### src/rtl/rx_frame_pkg.sv
// Shared state encoding and error-bit positions for the serial-frame receive controller.
package rx_frame_pkg;

    typedef enum logic [2:0] {
        IDLE,
        START,
        DATA,
        PARITY,
        STOP,
        DONE
    } rx_state_t;

    localparam int ERR_FRAMING = 0;
    localparam int ERR_PARITY  = 1;

endpackage

### src/rtl/rx_frame_ctrl.sv
// Parametrised serial-frame receive controller: start-bit validation, LSB-first data,
// optional parity, configurable stop bits, framing/parity errors, Tx collision flag.
module rx_frame_ctrl
    import rx_frame_pkg::*;
#(
    parameter int DATA_W     = 32,
    parameter int PARITY_EN  = 0,
    parameter int PARITY_ODD = 0,
    parameter int STOP_BITS  = 2
) (
    input  logic              CLK,
    input  logic              RST,
    input  logic              Rx_En_Sig,
    input  logic              Bus_Idle,
    input  logic              H2L_Sig,
    input  logic              Rx_Pin_In,
    input  logic              BPS_CLK,
    input  logic              Tx_Transmit_now,
    input  logic              Tx_Pin_to_Rx,
    output logic              Count_Sig,
    output logic              Start_Rx,
    output logic [DATA_W-1:0] Rx_Data,
    output logic              Rx_Done_Sig,
    output logic              Rx_Err_Sig,
    output logic [1:0]        Err_Code,
    output logic              Tx_Cancel
);

    localparam int               CNT_W     = $clog2(DATA_W) + 1;
    localparam logic [CNT_W-1:0] LAST_BIT  = CNT_W'(DATA_W - 1);
    localparam logic [1:0]       LAST_STOP = 2'(STOP_BITS - 1);
    localparam logic             PAR_ON    = (PARITY_EN != 0);
    localparam logic             PAR_ODD   = (PARITY_ODD != 0);

    rx_state_t         state, state_nx;
    logic [CNT_W-1:0]  bit_cnt, bit_cnt_nx;
    logic [1:0]        stop_cnt, stop_cnt_nx;
    logic [DATA_W-1:0] shift_reg, shift_nx;
    logic              parity_acc, parity_nx;
    logic [DATA_W-1:0] data_nx;
    logic [1:0]        err_nx;
    logic              count_nx, start_nx, done_nx, cancel_nx;
    logic              collision;

    assign collision = Tx_Transmit_now & (Tx_Pin_to_Rx != Rx_Pin_In);

    // Next-state and next-output logic; abort on enable loss outranks every BPS sample.
    // Done/data/error are set on entry to DONE so they appear the cycle after the last
    // stop sample; Count_Sig and Tx_Cancel clear on leaving DONE.
    always_comb begin
        state_nx    = state;
        bit_cnt_nx  = bit_cnt;
        stop_cnt_nx = stop_cnt;
        shift_nx    = shift_reg;
        parity_nx   = parity_acc;
        data_nx     = Rx_Data;
        err_nx      = Err_Code;
        count_nx    = Count_Sig;
        start_nx    = Start_Rx;
        done_nx     = 1'b0;
        cancel_nx   = Tx_Cancel;

        if (state != IDLE && !Rx_En_Sig) begin
            state_nx  = IDLE;
            count_nx  = 1'b0;
            start_nx  = 1'b0;
            cancel_nx = 1'b0;
            err_nx    = 2'b00;
        end else begin
            case (state)
                IDLE: begin
                    if (H2L_Sig && Rx_En_Sig && Bus_Idle) begin
                        state_nx    = START;
                        count_nx    = 1'b1;
                        start_nx    = 1'b1;
                        err_nx      = 2'b00;
                        parity_nx   = 1'b0;
                        bit_cnt_nx  = '0;
                        stop_cnt_nx = 2'd0;
                    end
                end
                START: begin
                    if (BPS_CLK) begin
                        start_nx   = 1'b0;
                        bit_cnt_nx = '0;
                        if (Rx_Pin_In) begin
                            state_nx = IDLE;
                            count_nx = 1'b0;
                        end else begin
                            state_nx = DATA;
                        end
                    end
                end
                DATA: begin
                    if (BPS_CLK) begin
                        // Right-shifting in at the MSB lands the first bit at bit 0 after DATA_W samples.
                        shift_nx  = (shift_reg >> 1) | (DATA_W'(Rx_Pin_In) << (DATA_W - 1));
                        parity_nx = parity_acc ^ Rx_Pin_In;
                        if (collision) begin
                            cancel_nx = 1'b1;
                        end
                        if (bit_cnt == LAST_BIT) begin
                            bit_cnt_nx = '0;
                            state_nx   = PAR_ON ? PARITY : STOP;
                        end else begin
                            bit_cnt_nx = bit_cnt + 1'b1;
                        end
                    end
                end
                PARITY: begin
                    if (BPS_CLK) begin
                        if (Rx_Pin_In != (parity_acc ^ PAR_ODD)) begin
                            err_nx[ERR_PARITY] = 1'b1;
                        end
                        if (collision) begin
                            cancel_nx = 1'b1;
                        end
                        state_nx = STOP;
                    end
                end
                STOP: begin
                    if (BPS_CLK) begin
                        if (!Rx_Pin_In) begin
                            err_nx[ERR_FRAMING] = 1'b1;
                        end
                        if (stop_cnt == LAST_STOP) begin
                            state_nx = DONE;
                            done_nx  = 1'b1;
                            data_nx  = shift_reg;
                        end else begin
                            stop_cnt_nx = stop_cnt + 1'b1;
                        end
                    end
                end
                DONE: begin
                    state_nx  = IDLE;
                    count_nx  = 1'b0;
                    cancel_nx = 1'b0;
                end
                default: begin
                    state_nx = IDLE;
                end
            endcase
        end
    end

    // State, datapath and registered outputs with synchronous reset.
    always_ff @(posedge CLK) begin
        if (RST) begin
            state       <= IDLE;
            bit_cnt     <= '0;
            stop_cnt    <= 2'd0;
            shift_reg   <= '0;
            parity_acc  <= 1'b0;
            Rx_Data     <= '0;
            Err_Code    <= 2'b00;
            Rx_Err_Sig  <= 1'b0;
            Count_Sig   <= 1'b0;
            Start_Rx    <= 1'b0;
            Rx_Done_Sig <= 1'b0;
            Tx_Cancel   <= 1'b0;
        end else begin
            state       <= state_nx;
            bit_cnt     <= bit_cnt_nx;
            stop_cnt    <= stop_cnt_nx;
            shift_reg   <= shift_nx;
            parity_acc  <= parity_nx;
            Rx_Data     <= data_nx;
            Err_Code    <= err_nx;
            Rx_Err_Sig  <= |err_nx;
            Count_Sig   <= count_nx;
            Start_Rx    <= start_nx;
            Rx_Done_Sig <= done_nx;
            Tx_Cancel   <= cancel_nx;
        end
    end

endmodule

### config.mk
export PLATFORM = sky130hd
export DESIGN_NAME = rx_frame_ctrl
export DESIGN_NICKNAME = d
export VERILOG_FILES = /design/src/rtl/rx_frame_pkg.sv /design/src/rtl/rx_frame_ctrl.sv
export SDC_FILE = /design/constraint.sdc
export NUM_CORES = 1
export LEC_CHECK = 0
export ABC_CLOCK_PERIOD_IN_PS = 1600
export BUFFER_PORTS_ARGS = -buffer_cell sky130_fd_sc_hd__buf_2
export CAP_MARGIN = 20
export CORE_ASPECT_RATIO = 1.25
export CORE_MARGIN = 2
export CORE_UTILIZATION = 50
export DETAILED_ROUTE_END_ITERATION = 10
export GPL_TIMING_DRIVEN = 0
export PLACE_DENSITY = 0.74
export SYNTH_ARGS = -nofsm -noshare
export SYNTH_HDL_FRONTEND = slang
export SYNTH_SLANG_ARGS = --single-unit
### constraint.sdc
create_clock -name CLK -period 1.6 [get_ports CLK]
set_input_delay 0.08 -clock CLK [delete_from_list [all_inputs] [get_ports CLK]]
set_output_delay 0.08 -clock CLK [all_outputs]
set_load 0.02 [all_outputs]
* Word-level counts from Yosys, hierarchy flattened
Index checks and enable logic that the tools add are counted. Widths: inputs -> output; s select.
Storage, ports and cells: bits in registers 83, bits in latches 0, RAM bits 0, ROM bits 0, output and inout port bits 39, word-level logic and storage cells 104, memories 0
Operators by class: add/sub/neg operators 2, multipliers 0, div/mod/pow operators 0, magnitude comparators 0, equality and inequality tests 20, shift-type cells 0, multiplexer cells 39, bitwise operators 6, reduce and logical (&&, ||, !) cells 25
Operators with widths (number):
- $or 31x32->32 | 1
- $mux 6 | 4
- $mux 3 | 7
- $ne 2x2->1 const B | 9
- $pmux 6 s3 | 1
- $pmux 3 s5 | 1
- $mux 1 | 13
- $mux 2 | 6
- $reduce_and 4->1 | 3
- $pmux 1 s2 | 5
- $reduce_and 5->1 | 2
- $reduce_and 3->1 | 3
- $reduce_bool 3->1 | 3
- $reduce_bool 2->1 | 4
- $reduce_and 7->1 | 1
- $add 6x1->6 const B | 1
- $eq 3x2->1 const B | 2
- $eq 3x3->1 const B | 2
- $eq 6x5->1 const B | 1
- $reduce_or 2->1 | 3
- $ne 2x1->1 const B | 2
- $pmux 2 s2 | 1
- $reduce_or 4->1 | 1
- $eq 3x1->1 const B | 1
- other kinds (10) | 15

* Logic depth before layout (Yosys ltp)
Gate-level depths: netlist of run 1.
depth in word-level cells 6, mapped depth 7, gate-level depth less buffers 6

* Worst setup path before layout of run 1
OpenSTA, ideal clock, no wires.
path kind reg-to-reg, start point register stop_cnt[1], end point register stop_cnt[0], library setup time 0.128 ns, arrival 1.427 ns, data required time 1.472 ns, setup slack 0.046 ns, cell stages (with the launch flop) 7, buffers on the path 0, period minus slack after synthesis 1.554 ns, path through dfxtp_1 inv_1 ha_1 nand3b_1 a2111oi_2 mux2i_1 nor2_1
On the way: cells in the longest elaborated chain, start to end 3
RTL lines:
- start, declared | RTL line rx_frame_ctrl.sv:37 | logic [1:0] stop_cnt, stop_cnt_nx;
- start signal, assigned | RTL line rx_frame_ctrl.sv:165 | stop_cnt <= stop_cnt_nx;
- $eq 2x1->1 | RTL line rx_frame_ctrl.sv:126 | if (stop_cnt == LAST_STOP) begin
- $ne 2x2->1 (no source line)
- $reduce_and 5->1 (no source line)
Every way passes these cells. A chain may end at the register's enable or synchronous reset.

* Worst setup path after layout of run 1
start point register stop_cnt[1], end point register stop_cnt[1]
On the way: cells in the longest elaborated chain, start to end 4, elaborated cells on any way between the ends 7, classes of those cells add/sub (1); eq/ne (2); mux (3); reduce/logical (1)
RTL lines:
- $add 2x1->2 | RTL line rx_frame_ctrl.sv:131 | stop_cnt_nx = stop_cnt + 1'b1;
- $mux 2 | RTL line rx_frame_ctrl.sv:126
- $mux 2 | RTL line rx_frame_ctrl.sv:122 | if (BPS_CLK) begin
- $pmux 2 s2 | RTL line rx_frame_ctrl.sv:70 | case (state)
Parallel ways exist; a longest one is shown, timed or not. The select of a mux whose other input is x is not followed.

==> PnR_summary.wiki, run 1 <==
{| class="wikitable"
! Metric !! Value
|-
| Outcome || finished clean
|-
| Starting density of the core || 0.522
|-
| RSZ-0062 raised after global routing || yes
|-
| Largest family of logic cells by synthesized area || simple AND/OR/NAND/NOR gates
|-
| IO Pins || 48
|-
| Tcrit/Tclk final || 0.989
|-
| Port-buffer cells || 46
|-
| Avg WL per Cell || 12.7 um
|-
| Rel. slew slack || 0.671
|-
| Sw Ratio || 0.266
|-
| Horizontal extent of the die || 76.3 um
|-
| Pin count of the biggest net entering global routing || 15
|-
| Post-route setup slack || 18.0 ps
|-
| Cell types with the largest area share after synthesis || sky130_fd_sc_hd__dfxtp_1 (51%), sky130_fd_sc_hd__nand2_1 (16%), sky130_fd_sc_hd__a21oi_1 (11%), sky130_fd_sc_hd__buf_2 (2.0%), sky130_fd_sc_hd__clkbuf_1 (1.4%)
|-
| CTS tree || done
|-
| Pwr/cell area || 1050 mW/mm^2
|-
| Count of flip-flops with a built-in enable after synthesis || 0
|-
| Launch instance of the worst register-to-register path || stop_cnt[1]$_SDFFE_PP0P_
|-
| Proportion of register bits with asynchronous set or reset after synthesis || 0
|-
| End of the worst hold path || Tx_Cancel$_SDFFE_PP0P_
|-
| Share of the synthesized area in compound gates (AO/OA/AOI/OAI) || 0.170
|-
| Source-to-sink clock delay at the later pin of the worst-skew pair || 360 ps
|-
| Register-to-register path setup slack || 20 ps
|-
| Internal Dissipation || 3.06 mW
|-
| Flip-flop and latch area || 0.00167 sq mm
|-
| Sort of element at the end of the critical path || flip-flop
|-
| Count of endpoints failing setup in the final report || 0
|-
| Worst hold path class || in2reg
|-
| Part of the total power dissipated in combinational logic || 0.128
|-
| Initial antenna violation count || 0
|-
| WP buf/inv || 1
|-
| Residual antenna-violating net count after detailed routing || 0
|-
| Number of global-route vias before repair || 2648
|-
| Count of hold buffers inserted by post-cts repair || 0
|-
| Clock net sink count || 83
|-
| Critical path, cell by cell || inv_2 -> ha_4 -> nand3b_1 -> a2111oi_4 -> mux2i_1 -> nor2_1
|-
| Area of the mapped netlist || 0.00326 sq mm
|-
| HPWL after detailed placement || 4.96 mm
|-
| Via/cell ratio || 5.21
|-
| Num rows || 32
|-
| Synth area leader || sky130_fd_sc_hd__dfxtp_1
|-
| ANT cells || 0
|-
| Max Fclk || 632 MHz
|-
| Detailed Route WL || 7.14 mm
|-
| Maximum fanout count along the critical path || 3
|-
| Worst endpoint data arrival time || 1810 ps
|-
| Synthesized-area fraction occupied by adder cells || 0.00767
|-
| Number of H-tree branching levels || 3
|-
| Final number of hold-violating endpoints || 0
|-
| Count of max-cap constraint violations || 0
|-
| Overall die height || 94.3 um
|-
| Worst-case clock buffer depth || 2
|-
| CTS clock-pin slew for the worst setup and hold paths || 80 ps
|-
| Reg2reg path depth || 6
|-
| Most common flop cell mapped by yosys || sky130_fd_sc_hd__dfxtp_1
|-
| Share of synthesized area occupied by flip-flops and latches || 0.509
|-
| Net load switching power || 1.11 mW
|-
| Post-synthesis share of cell area spent on and, or, nand and nor gates || 0.243
|-
| Leakage power of the design || 1.48 nW
|-
| Startpoint of the tightest hold check path || Tx_Transmit_now
|-
| Transition time at the pin with the least slew margin || 493 ps
|-
| Final max-slew violation count || 0
|-
| Part of the total power dissipated in the clock network || 0.367
|-
| Reg power frac || 0.505
|-
| Parity-gate share of the synthesized area counting xor and xnor cells || 0.00805
|-
| Capturing point of the worst reg2reg path || stop_cnt[1]$_SDFFE_PP0P_
|-
| Die Outline Area || 0.00719 sq mm
|-
| Routability-driven placement congestion ratio || 0.861
|-
| Mapped Cells || 406
|-
| Min cycle time layout || 1580 ps
|-
| Maximum VDD drop || 0.560 mV
|-
| Clock buffers created by TritonCTS || 9
|-
| Delay contributed by the slowest stage of the critical path || 440 ps
|-
| Fraction of synthesized area in multiplexers || 0.0123
|-
| Total number of yosys warnings || 0
|-
| Post-Syn Nets || 417
|-
| Worst hold slack || 49.9 ps
|-
| Count of distinct cell types in the synthesized netlist || 46
|-
| Type of origin of the critical path || flip-flop
|-
| Required time at the endpoint of the critical path || 1830 ps
|-
| Flop and latch count out of synthesis || 83
|-
| Remaining routing DRC violations || 0
|-
| Total Nets Final || 481
|-
| Wire length of the first global-routing pass || 11.6 mm
|-
| Total grt overflow || 0
|-
| Area growth, synth to finish || 22.0%
|-
| Critical path type || reg2reg
|-
| Slowest stage cell on the critical path || sky130_fd_sc_hd__a2111oi_4
|-
| Most common cell in the synthesized netlist || sky130_fd_sc_hd__nand2_1
|-
| Place WS || -225 ps
|-
| Library cell used as clock root buffer || sky130_fd_sc_hd__clkbuf_8
|-
| Area share of the leading cell type in the synthesized netlist || 0.509
|-
| Leading cell types by count after synthesis || sky130_fd_sc_hd__nand2_1 (139), sky130_fd_sc_hd__dfxtp_1 (83), sky130_fd_sc_hd__a21oi_1 (73)
|-
| First-pass DRT Iterations || 4
|-
| Gate family responsible for the most delay along the worst path || compound AO/OA/AOI/OAI gates
|-
| Fill cell count || 579
|-
| Area of the placeable core || 0.00625 sq mm
|-
| Clock skew after layout || 10.5 ps
|-
| Drt initial violations || 117
|-
| Multi-input gate area in the final layout || 0.00153 sq mm
|-
| Share of the core filled with cells || 0.637
|-
| Layout cell share with drive strength beyond 1 || 0.227
|-
| Aggregate negative setup slack || 0 ps
|-
| Number of cells on the worst hold path || 3
|-
| Avg Cell Area, Syn || 8.04 sq um
|-
| All-Layer GR Usage || 0.200
|-
| Number of vias after detailed routing || 2920
|}
## cells by family (layout without fill, tap and decap cells)
| kind of cell | after synthesis | after routing |
|---|---|---|
| compound gates | 95 | 95 |
| xor+xnor | 3 | 3 |
| fa+ha+maj | 2 | 2 |
| buf+inv | 36 | 105 |
| flops | 83 | 83 |
| mux | 4 | 4 |
| simple gates | 183 | 183 |
## power by group through the flow
stage | combinational, mW | clock (mW) | sequential (mW)
after floorplan | 0.323 | 0 | 2.16
after global placement | 0.417 | 0 | 2.15
after detailed placement | 0.429 | 0 | 2.15
after CTS | 0.456 | 1.55 | 2.10
after global routing | 0.581 | 1.63 | 2.11
final | 0.537 | 1.53 | 2.11
## metrics by stage
| stage | area (sq um) | power (mW) | instances |
|---|---|---|---|
| 2_1_floorplan | 3260 | 2.48 | 406 |
| 3_3_place_gp | 3600 | 2.57 | 537 |
| 3_5_place_dp | 3600 | 2.58 | 537 |
| 4_1_cts | 3850 | 4.11 | 555 |
| 5_1_grt | 3980 | 4.32 | 560 |
| 6_report | 3980 | 4.18 | 560 |
## layer usage
layer | global-route usage | share of wire | vias up
met5 | 0 | 0 | -
met4 | 0.0864 | 0.015 | 0
met3 | 0.0490 | 0.040 | 11
met2 | 0.353 | 0.51 | 63
met1 | 0.232 | 0.43 | 1365
li1 | - | - | 1481
## cell usage in the layout, fill, tap and decap left out, types with 6 or more instances in the layout
cell	instances
sky130_fd_sc_hd__nand3_1	6
sky130_fd_sc_hd__clkbuf_1	9
sky130_fd_sc_hd__buf_4	11
sky130_fd_sc_hd__nor2_1	9
sky130_fd_sc_hd__inv_1	7
sky130_fd_sc_hd__a21oi_1	73
sky130_fd_sc_hd__nand2_1	139
sky130_fd_sc_hd__clkbuf_8	10
sky130_fd_sc_hd__dfxtp_1	80
sky130_fd_sc_hd__buf_2	54
## how the worst max path moves through the flow
stage                        startpoint                    endpoint  slack (ps)  cells after the start
2_1_floorplan  stop_cnt[1]$_SDFFE_PP0P_    stop_cnt[0]$_SDFFE_PP0P_          50                      6
3_3_place_gp      state[1]$_SDFFE_PP0P_     Rx_Data[7]$_SDFFE_PP0P_        -230                      6
4_1_cts           state[2]$_SDFFE_PP0P_  shift_reg[16]$_SDFFE_PP0P_          -3                      6
6_report       stop_cnt[1]$_SDFFE_PP0P_    stop_cnt[1]$_SDFFE_PP0P_          20                      6
5_1_grt        stop_cnt[1]$_SDFFE_PP0P_    stop_cnt[1]$_SDFFE_PP0P_         -60                      6
3_5_place_dp      state[1]$_SDFFE_PP0P_    Rx_Data[12]$_SDFFE_PP0P_        -230                      6
## worst reg2reg max path, cell delays in order (launching register included)
cell	delay, ps
sky130_fd_sc_hd__dfxtp_2	350
sky130_fd_sc_hd__inv_2	50
sky130_fd_sc_hd__ha_4	150
sky130_fd_sc_hd__nand3b_1	190
sky130_fd_sc_hd__a2111oi_4	440
sky130_fd_sc_hd__mux2i_1	230
sky130_fd_sc_hd__nor2_1	50
## final cells by class
cell class              count  area share
inverters                   8     0.00754
flip-flops and latches     83       0.418
plain buffers              27      0.0390
clock inverters             5      0.0154
multi-input cells         287       0.385
repair buffers             54      0.0723
well taps                  85      0.0267
clock buffers              11      0.0355
## repair_timing
action | in CTS | in global routing
cloned | 0 | 1
resized for setup | 8 | 27
buffers inserted | 2 | 5
pin swaps | 3 | 6
setup endpoints to repair | 48 | 71
Power figures use the tool's default switching activity.
==> run 2, diff against run 1 <==
Settings changed: ABC_AREA set to 1, CAP_MARGIN 20 to unset, CORE_UTILIZATION 50 to 51, PLACE_DENSITY 0.74 to 0.75, TNS_END_PERCENT set to 5.
==> PnR_summary.wiki, run 2 <==
{| class="wikitable"
! Metric !! Value
|-
| Outcome || finished clean
|-
| Share of synthesized area occupied by flip-flops and latches || 0.498
|-
| Tcrit/Tclk final || 0.922
|-
| Number of vias after detailed routing || 2965
|-
| RSZ-0062 raised after global routing || yes
|-
| Most common flop cell mapped by yosys || sky130_fd_sc_hd__dfxtp_1
|-
| Mapped Cells || 454
|-
| Leakage power of the design || 1.94 nW
|-
| Met1 Use GR || 0.254
|-
| Initial antenna violation count || 0
|-
| Reg2reg path depth || 7
|-
| Post-synthesis share of cell area spent on and, or, nand and nor gates || 0.297
|-
| Max Fclk || 678 MHz
|-
| Fraction of synthesized area in multiplexers || 0
|-
| Area of the placeable core || 0.00625 sq mm
|-
| Clock buffers created by TritonCTS || 9
|-
| Transition time at the pin with the least slew margin || 391 ps
|-
| Required time at the endpoint of the critical path || 1850 ps
|-
| Drt initial violations || 135
|-
| Met2 GRT Util || 0.375
|-
| Type of origin of the critical path || flip-flop
|-
| Overall die height || 94.4 um
|-
| Top library cells by usage in the layout, fill and taps aside || sky130_fd_sc_hd__nor2_1 (152), sky130_fd_sc_hd__dfxtp_1 (80), sky130_fd_sc_hd__o21ai_0 (68)
|-
| Synth area leader || sky130_fd_sc_hd__dfxtp_1
|-
| Count of max-cap constraint violations || 0
|-
| CTS clock-pin slew for the worst setup and hold paths || 80 ps
|-
| IO Pins || 48
|-
| Area share of the leading cell type in the synthesized netlist || 0.498
|-
| Post-Syn Nets || 465
|-
| Via/cell ratio || 4.90
|-
| Count of distinct cell types in the synthesized netlist || 27
|-
| Flop and latch count out of synthesis || 83
|-
| Share of the synthesized area in compound gates (AO/OA/AOI/OAI) || 0.125
|-
| Leading cell types by count after synthesis || sky130_fd_sc_hd__nor2_1 (152), sky130_fd_sc_hd__dfxtp_1 (83), sky130_fd_sc_hd__o21ai_0 (70)
|-
| Number of cells on the worst hold path || 4
|-
| Avg WL per Cell || 11.7 um
|-
| Total design power || 5.83 mW
|-
| Number of H-tree branching levels || 3
|-
| Maximum VDD drop || 0.696 mV
|-
| Cell types with the largest area share after synthesis || sky130_fd_sc_hd__dfxtp_1 (50%), sky130_fd_sc_hd__nor2_1 (17%), sky130_fd_sc_hd__o21ai_0 (11%), sky130_fd_sc_hd__nand2_1 (6.1%), sky130_fd_sc_hd__inv_1 (3.0%)
|-
| Synthesized-area fraction occupied by adder cells || 0.00751
|-
| Wire length of the first global-routing pass || 12.3 mm
|-
| Fill cell count || 587
|-
| Detailed Route WL || 7.07 mm
|-
| Total number of yosys warnings || 0
|-
| Area of the mapped netlist || 0.00333 sq mm
|-
| Library cell used as clock root buffer || sky130_fd_sc_hd__clkbuf_8
|-
| Most common cell in the synthesized netlist || sky130_fd_sc_hd__nor2_1
|-
| Remaining routing DRC violations || 0
|-
| Worst hold path class || in2reg
|-
| CTS tree || done
|-
| Rel. slew slack || 0.739
|-
| Residual antenna-violating net count after detailed routing || 0
|-
| Pin count of the biggest net entering global routing || 14
|-
| Starting density of the core || 0.534
|-
| Min cycle time layout || 1480 ps
|-
| Proportion of register bits with asynchronous set or reset after synthesis || 0
|-
| HPWL after detailed placement || 5.02 mm
|-
| Avg Cell Area, Syn || 7.34 sq um
|-
| Final max-slew violation count || 0
|-
| Maximum fanout count along the critical path || 10
|-
| Final number of hold-violating endpoints || 0
|-
| Global routing's busiest layer || met2
|-
| Aggregate negative setup slack || 0 ps
|-
| Source-to-sink clock delay at the later pin of the worst-skew pair || 350 ps
|-
| All-Layer GR Usage || 0.214
|-
| Clock skew after layout || 8.25 ps
|-
| Parity-gate share of the synthesized area counting xor and xnor cells || 0.00526
|-
| Num rows || 32
|-
| Critical path type || reg2reg
|-
| Horizontal extent of the die || 76.3 um
|-
| Met3 usage in global routing || 0.0440
|-
| Most common cell after layout, fill and taps aside || sky130_fd_sc_hd__nor2_1
|-
| Pwr/cell area || 1480 mW/mm^2
|-
| Total grt overflow || 0
|-
| Sort of element at the end of the critical path || flip-flop
|-
| Number of global-route vias before repair || 2782
|-
| Count of endpoints failing setup in the final report || 0
|-
| Layout cell share with drive strength beyond 1 || 0.190
|-
| Largest family of logic cells by synthesized area || simple AND/OR/NAND/NOR gates
|-
| Count of flip-flops with a built-in enable after synthesis || 0
|-
| Worst-case clock buffer depth || 2
|-
| First-pass DRT Iterations || 4
|-
| Worst endpoint data arrival time || 1720 ps
|-
| Routability-driven placement congestion ratio || 0.866
|-
| Clock net sink count || 83
|-
| Port-buffer cells || 47
|-
| ANT cells || 0
|-
| Area growth, synth to finish || 18.5%
|-
| Total Nets Final || 526
|-
| Die Outline Area || 0.00720 sq mm
|}
run 2: critical path, stage by stage, from the launching register on:
cell and delay, ps:
sky130_fd_sc_hd__dfxtp_1 360, sky130_fd_sc_hd__inv_4 110, sky130_fd_sc_hd__nand2_2 100, sky130_fd_sc_hd__nor2_4 200, sky130_fd_sc_hd__nand3_4 130, sky130_fd_sc_hd__clkbuf_2 200
sky130_fd_sc_hd__o21ai_0 190, sky130_fd_sc_hd__nor2_1 60
run 2: what timing repair did:
item,CTS,global route
setup endpoints to repair,1,55
pin swaps,1,0
buffers inserted,2,0
hold buffers,1,0
hold endpoints to repair,3,0
resized for setup,0,10
run 2: path summary, 6_finish.rpt:
check | from | to | slack, ps
setup / recovery | state[2]$_SDFFE_PP0P_ | shift_reg[5]$_SDFFE_PP0P_ | 120
hold / removal | Tx_Pin_to_Rx | Tx_Cancel$_SDFFE_PP0P_ | 40
setup reg to reg | state[2]$_SDFFE_PP0P_ | shift_reg[5]$_SDFFE_PP0P_ | 120
hold reg to reg | Tx_Cancel$_SDFFE_PP0P_ | Tx_Cancel$_SDFFE_PP0P_ | 470
run 2: kinds of logic after synthesis:
family | count (synthesis)
adder cells (fa/ha/maj) | 2
AND/OR/NAND/NOR | 235
AO/OA/AOI/OAI | 82
flip-flops | 83
buffers and inverters | 50
XOR/XNOR | 2
run 2: where the power goes:
group          switching, mW  internal, mW  total [mW]
sequential             0.188          2.30        2.49
clock                  0.726          1.04        1.77
combinational           1.04         0.533        1.57
total                   1.95          3.88        5.83
run 2: metal layers:
layer / vias to the layer above / wire length, um
li1: 1547 / -
met1: 1361 / 3310
met2: 44 / 3420
met3: 13 / 200
met4: 0 / 142
met5: - / 0
run 2: cell type report:
type | instances | area, sq um | area share
sequential | 83 | 1670 | 0.422
inverter | 31 | 120 | 0.0304
buffer | 19 | 110 | 0.0279
timing repair buffer | 50 | 260 | 0.0659
multi-input combinational | 321 | 1450 | 0.368
clock buffer | 12 | 135 | 0.0342
tap | 85 | 106 | 0.0269
clock inverter | 4 | 98.8 | 0.0250
run 2: metrics by stage:
step / instance area (sq um) / utilization / hold slack, ps / worst slack [ps] / cells
floorplan: 3330 / - / 149 / 289 / 454
global placement: 3670 / 0.588 / 358 / 17.3 / 586
detailed placement: 3670 / 0.588 / 363 / 9.88 / 586
CTS: 3930 / 0.630 / 22.8 / 58.2 / 605
global route: 3950 / 0.632 / 37.6 / -41.9 / 605
finish: 3950 / 0.632 / 36.0 / 125 / 605
==> run 3, diff against run 2 <==
Settings changed: ABC_CLOCK_PERIOD_IN_PS 1600 to 1250, CTS_CLUSTER_SIZE set to 16, REMOVE_ABC_BUFFERS set to 1.
Clock period 1.6 ns to 1.25 ns, I/O delays scaled along.
==> PnR_summary.wiki, run 3 (synthesis results as in run 2) <==
{| class="wikitable"
! Metric !! Value
|-
| Required time at the endpoint of the critical path || 1490 ps
|-
| Reg2reg path depth || 6
|-
| Sw Ratio || 0.396
|-
| Final max-slew violation count || 0
|-
| Worst hold slack || 27.2 ps
|-
| Part of the total power dissipated in the clock network || 0.231
|-
| Starting density of the core || 0.534
|-
| Share of the core filled with cells || 0.699
|-
| Drt initial violations || 226
|-
| Outcome || finished with violations
|-
| Final number of hold-violating endpoints || 0
|-
| Net load switching power || 3.15 mW
|-
| Tcrit/Tclk final || 1.23
|-
| Internal Dissipation || 4.81 mW
|-
| Post-route insts no fill || 618
|-
| Worst hold path class || in2reg
|-
| Area growth, synth to finish || 31.0%
|-
| Total design power || 7.95 mW
|-
| Count of max-cap constraint violations || 0
|-
| Post-route setup slack || -292 ps
|-
| Avg WL per Cell || 13.7 um
|-
| Via/cell ratio || 5.12
|-
| Leakage power of the design || 2.02 nW
|-
| Start point of the critical path || state[0]$_SDFFE_PP0P_
|-
| Die Outline Area || 0.00720 sq mm
|-
| Type of origin of the critical path || flip-flop
|-
| Critical path type || reg2reg
|-
| Overall die height || 94.4 um
|-
| Post-detailed-placement cell area || 0.00357 sq mm
|-
| Transition time at the pin with the least slew margin || 899 ps
|-
| Routability-driven placement congestion ratio || 0.927
|-
| Count of endpoints failing setup in the final report || 83
|-
| Clock net sink count || 83
|-
| Maximum VDD drop || 1.42 mV
|-
| Initial antenna violation count || 0
|-
| Launch instance of the worst register-to-register path || state[0]$_SDFFE_PP0P_
|-
| Detailed Route WL || 8.49 mm
|-
| Total grt overflow || 0
|-
| Wire length of the first global-routing pass || 13.8 mm
|-
| CTS tree || done
|-
| Horizontal extent of the die || 76.3 um
|-
| Sort of element at the end of the critical path || flip-flop
|-
| Port-buffer cells || 47
|-
| Startpoint of the tightest hold check path || RST
|-
| Remaining routing DRC violations || 0
|-
| All-Layer GR Usage || 0.240
|-
| Capturing point of the worst reg2reg path || shift_reg[8]$_SDFFE_PP0P_
|-
| Clock buffers created by TritonCTS || 9
|-
| Flip-flop and latch area || 0.00168 sq mm
|-
| Residual antenna-violating net count after detailed routing || 0
|-
| Layout cell share with drive strength beyond 1 || 0.323
|-
| IO Pins || 48
|-
| Placed cell count || 567
|-
| Top library cells by usage in the layout, fill and taps aside || sky130_fd_sc_hd__nor2_1 (124), sky130_fd_sc_hd__dfxtp_1 (76), sky130_fd_sc_hd__o21ai_0 (61)
|-
| Maximum fanout count along the critical path || 6
|-
| Most common cell after layout, fill and taps aside || sky130_fd_sc_hd__nor2_1
|-
| Rel. slew slack || 0.400
|-
| Total Nets Final || 539
|-
| Number of H-tree branching levels || 3
|-
| Number of vias after detailed routing || 3167
|-
| First-pass DRT Iterations || 5
|-
| Number of global-route vias before repair || 2984
|-
| Min cycle time layout || 1540 ps
|-
| Final Instance Area || 0.00437 sq mm
|-
| End of the worst hold path || state[0]$_SDFFE_PP0P_
|-
| Reg power frac || 0.412
|-
| Num rows || 32
|-
| HPWL after detailed placement || 4.30 mm
|-
| Pwr/cell area || 1820 mW/mm^2
|-
| Register-to-register path setup slack || -290 ps
|-
| Area of the placeable core || 0.00625 sq mm
|-
| Failing checks || setup timing
|-
| Source-to-sink clock delay at the later pin of the worst-skew pair || 370 ps
|-
| Worst-case clock buffer depth || 2
|-
| Number of cells on the worst hold path || 4
|-
| Worst endpoint data arrival time || 1780 ps
|-
| RSZ-0062 raised after global routing || yes
|-
| Pin count of the biggest net entering global routing || 69
|-
| Fill cell count || 495
|-
| Library cell used as clock root buffer || sky130_fd_sc_hd__clkbuf_8
|-
| Multi-input gate area in the final layout || 0.00174 sq mm
|-
| Max Fclk || 648 MHz
|-
| Part of the total power dissipated in combinational logic || 0.357
|-
| CTS clock-pin slew for the worst setup and hold paths || 90 ps
|-
| Clock skew after layout || 11.3 ps
|-
| ANT cells || 0
|}
[run 3: final cells by class]
cell class                 instances  share of cell area
clock buffer                       9              0.0284
clock inverter                     7              0.0137
inverter                          31              0.0315
multi-input combinational        325               0.398
sequential                        83               0.385
tap                               85              0.0243
timing repair buffer              77               0.118
timing repair inverter             1             0.00172
[run 3: power groups by stage]
stage               registers, mW  logic (mW)  clock network (mW)
global placement             3.21        1.88                   0
global route                 3.31        3.13                1.94
floorplan                    3.21        1.51                   0
finish                       3.28        2.84                1.84
CTS                          3.20        2.44                1.84
detailed placement           3.22        1.93                   0
[run 3: repair_timing]
action	CTS	global route
hold buffers	2	0
setup buffers	24	5
endpoints found under the setup margin	83	83
hold endpoints to repair	5	0
gates resized for setup	48	57
cloned	5	0
pin swaps	9	14
[run 3: metal layers]
layer / wire (um) / GRT usage / share of wire / vias up
met2: 4210 / 0.423 / 0.50 / 105
met5: 0 / 0 / 0 / -
met4: 278 / 0.136 / 0.033 / 0
met3: 518 / 0.0363 / 0.061 / 26
met1: 3480 / 0.281 / 0.41 / 1441
li1: - / - / - / 1595
[run 3: critical path, cell delays in order, from the launching register on]
cell	delay (ps)
sky130_fd_sc_hd__dfxtp_4	380
sky130_fd_sc_hd__nor2_4	190
sky130_fd_sc_hd__nand2_2	110
sky130_fd_sc_hd__nand2_4	130
sky130_fd_sc_hd__nand3_4	170
sky130_fd_sc_hd__o21ai_0	330
sky130_fd_sc_hd__nor2_1	100
[run 3: per-stage QoR]
| step | worst slack [ps] | TNS, ps |
|---|---|---|
| floorplan | -714 | -31750 |
| global placement | -1550 | -73600 |
| detailed placement | -1550 | -71910 |
| CTS | -193 | -12040 |
| global route | -329 | -20630 |
| finish | -292 | -15330 |
[run 3: worst max path at each step]
stage,depth (start not counted),slack [ps],to
final,6,-290,shift_reg[8]$_SDFFE_PP0P_
after global placement,7,-1550,Rx_Data[23]$_SDFFE_PP0P_
after global routing,8,-330,Rx_Data[28]$_SDFFE_PP0P_
after detailed placement,7,-1550,Rx_Data[23]$_SDFFE_PP0P_
after floorplan,7,-710,Rx_Data[0]$_SDFFE_PP0P_
after CTS,9,-190,parity_acc$_SDFFE_PP0P_
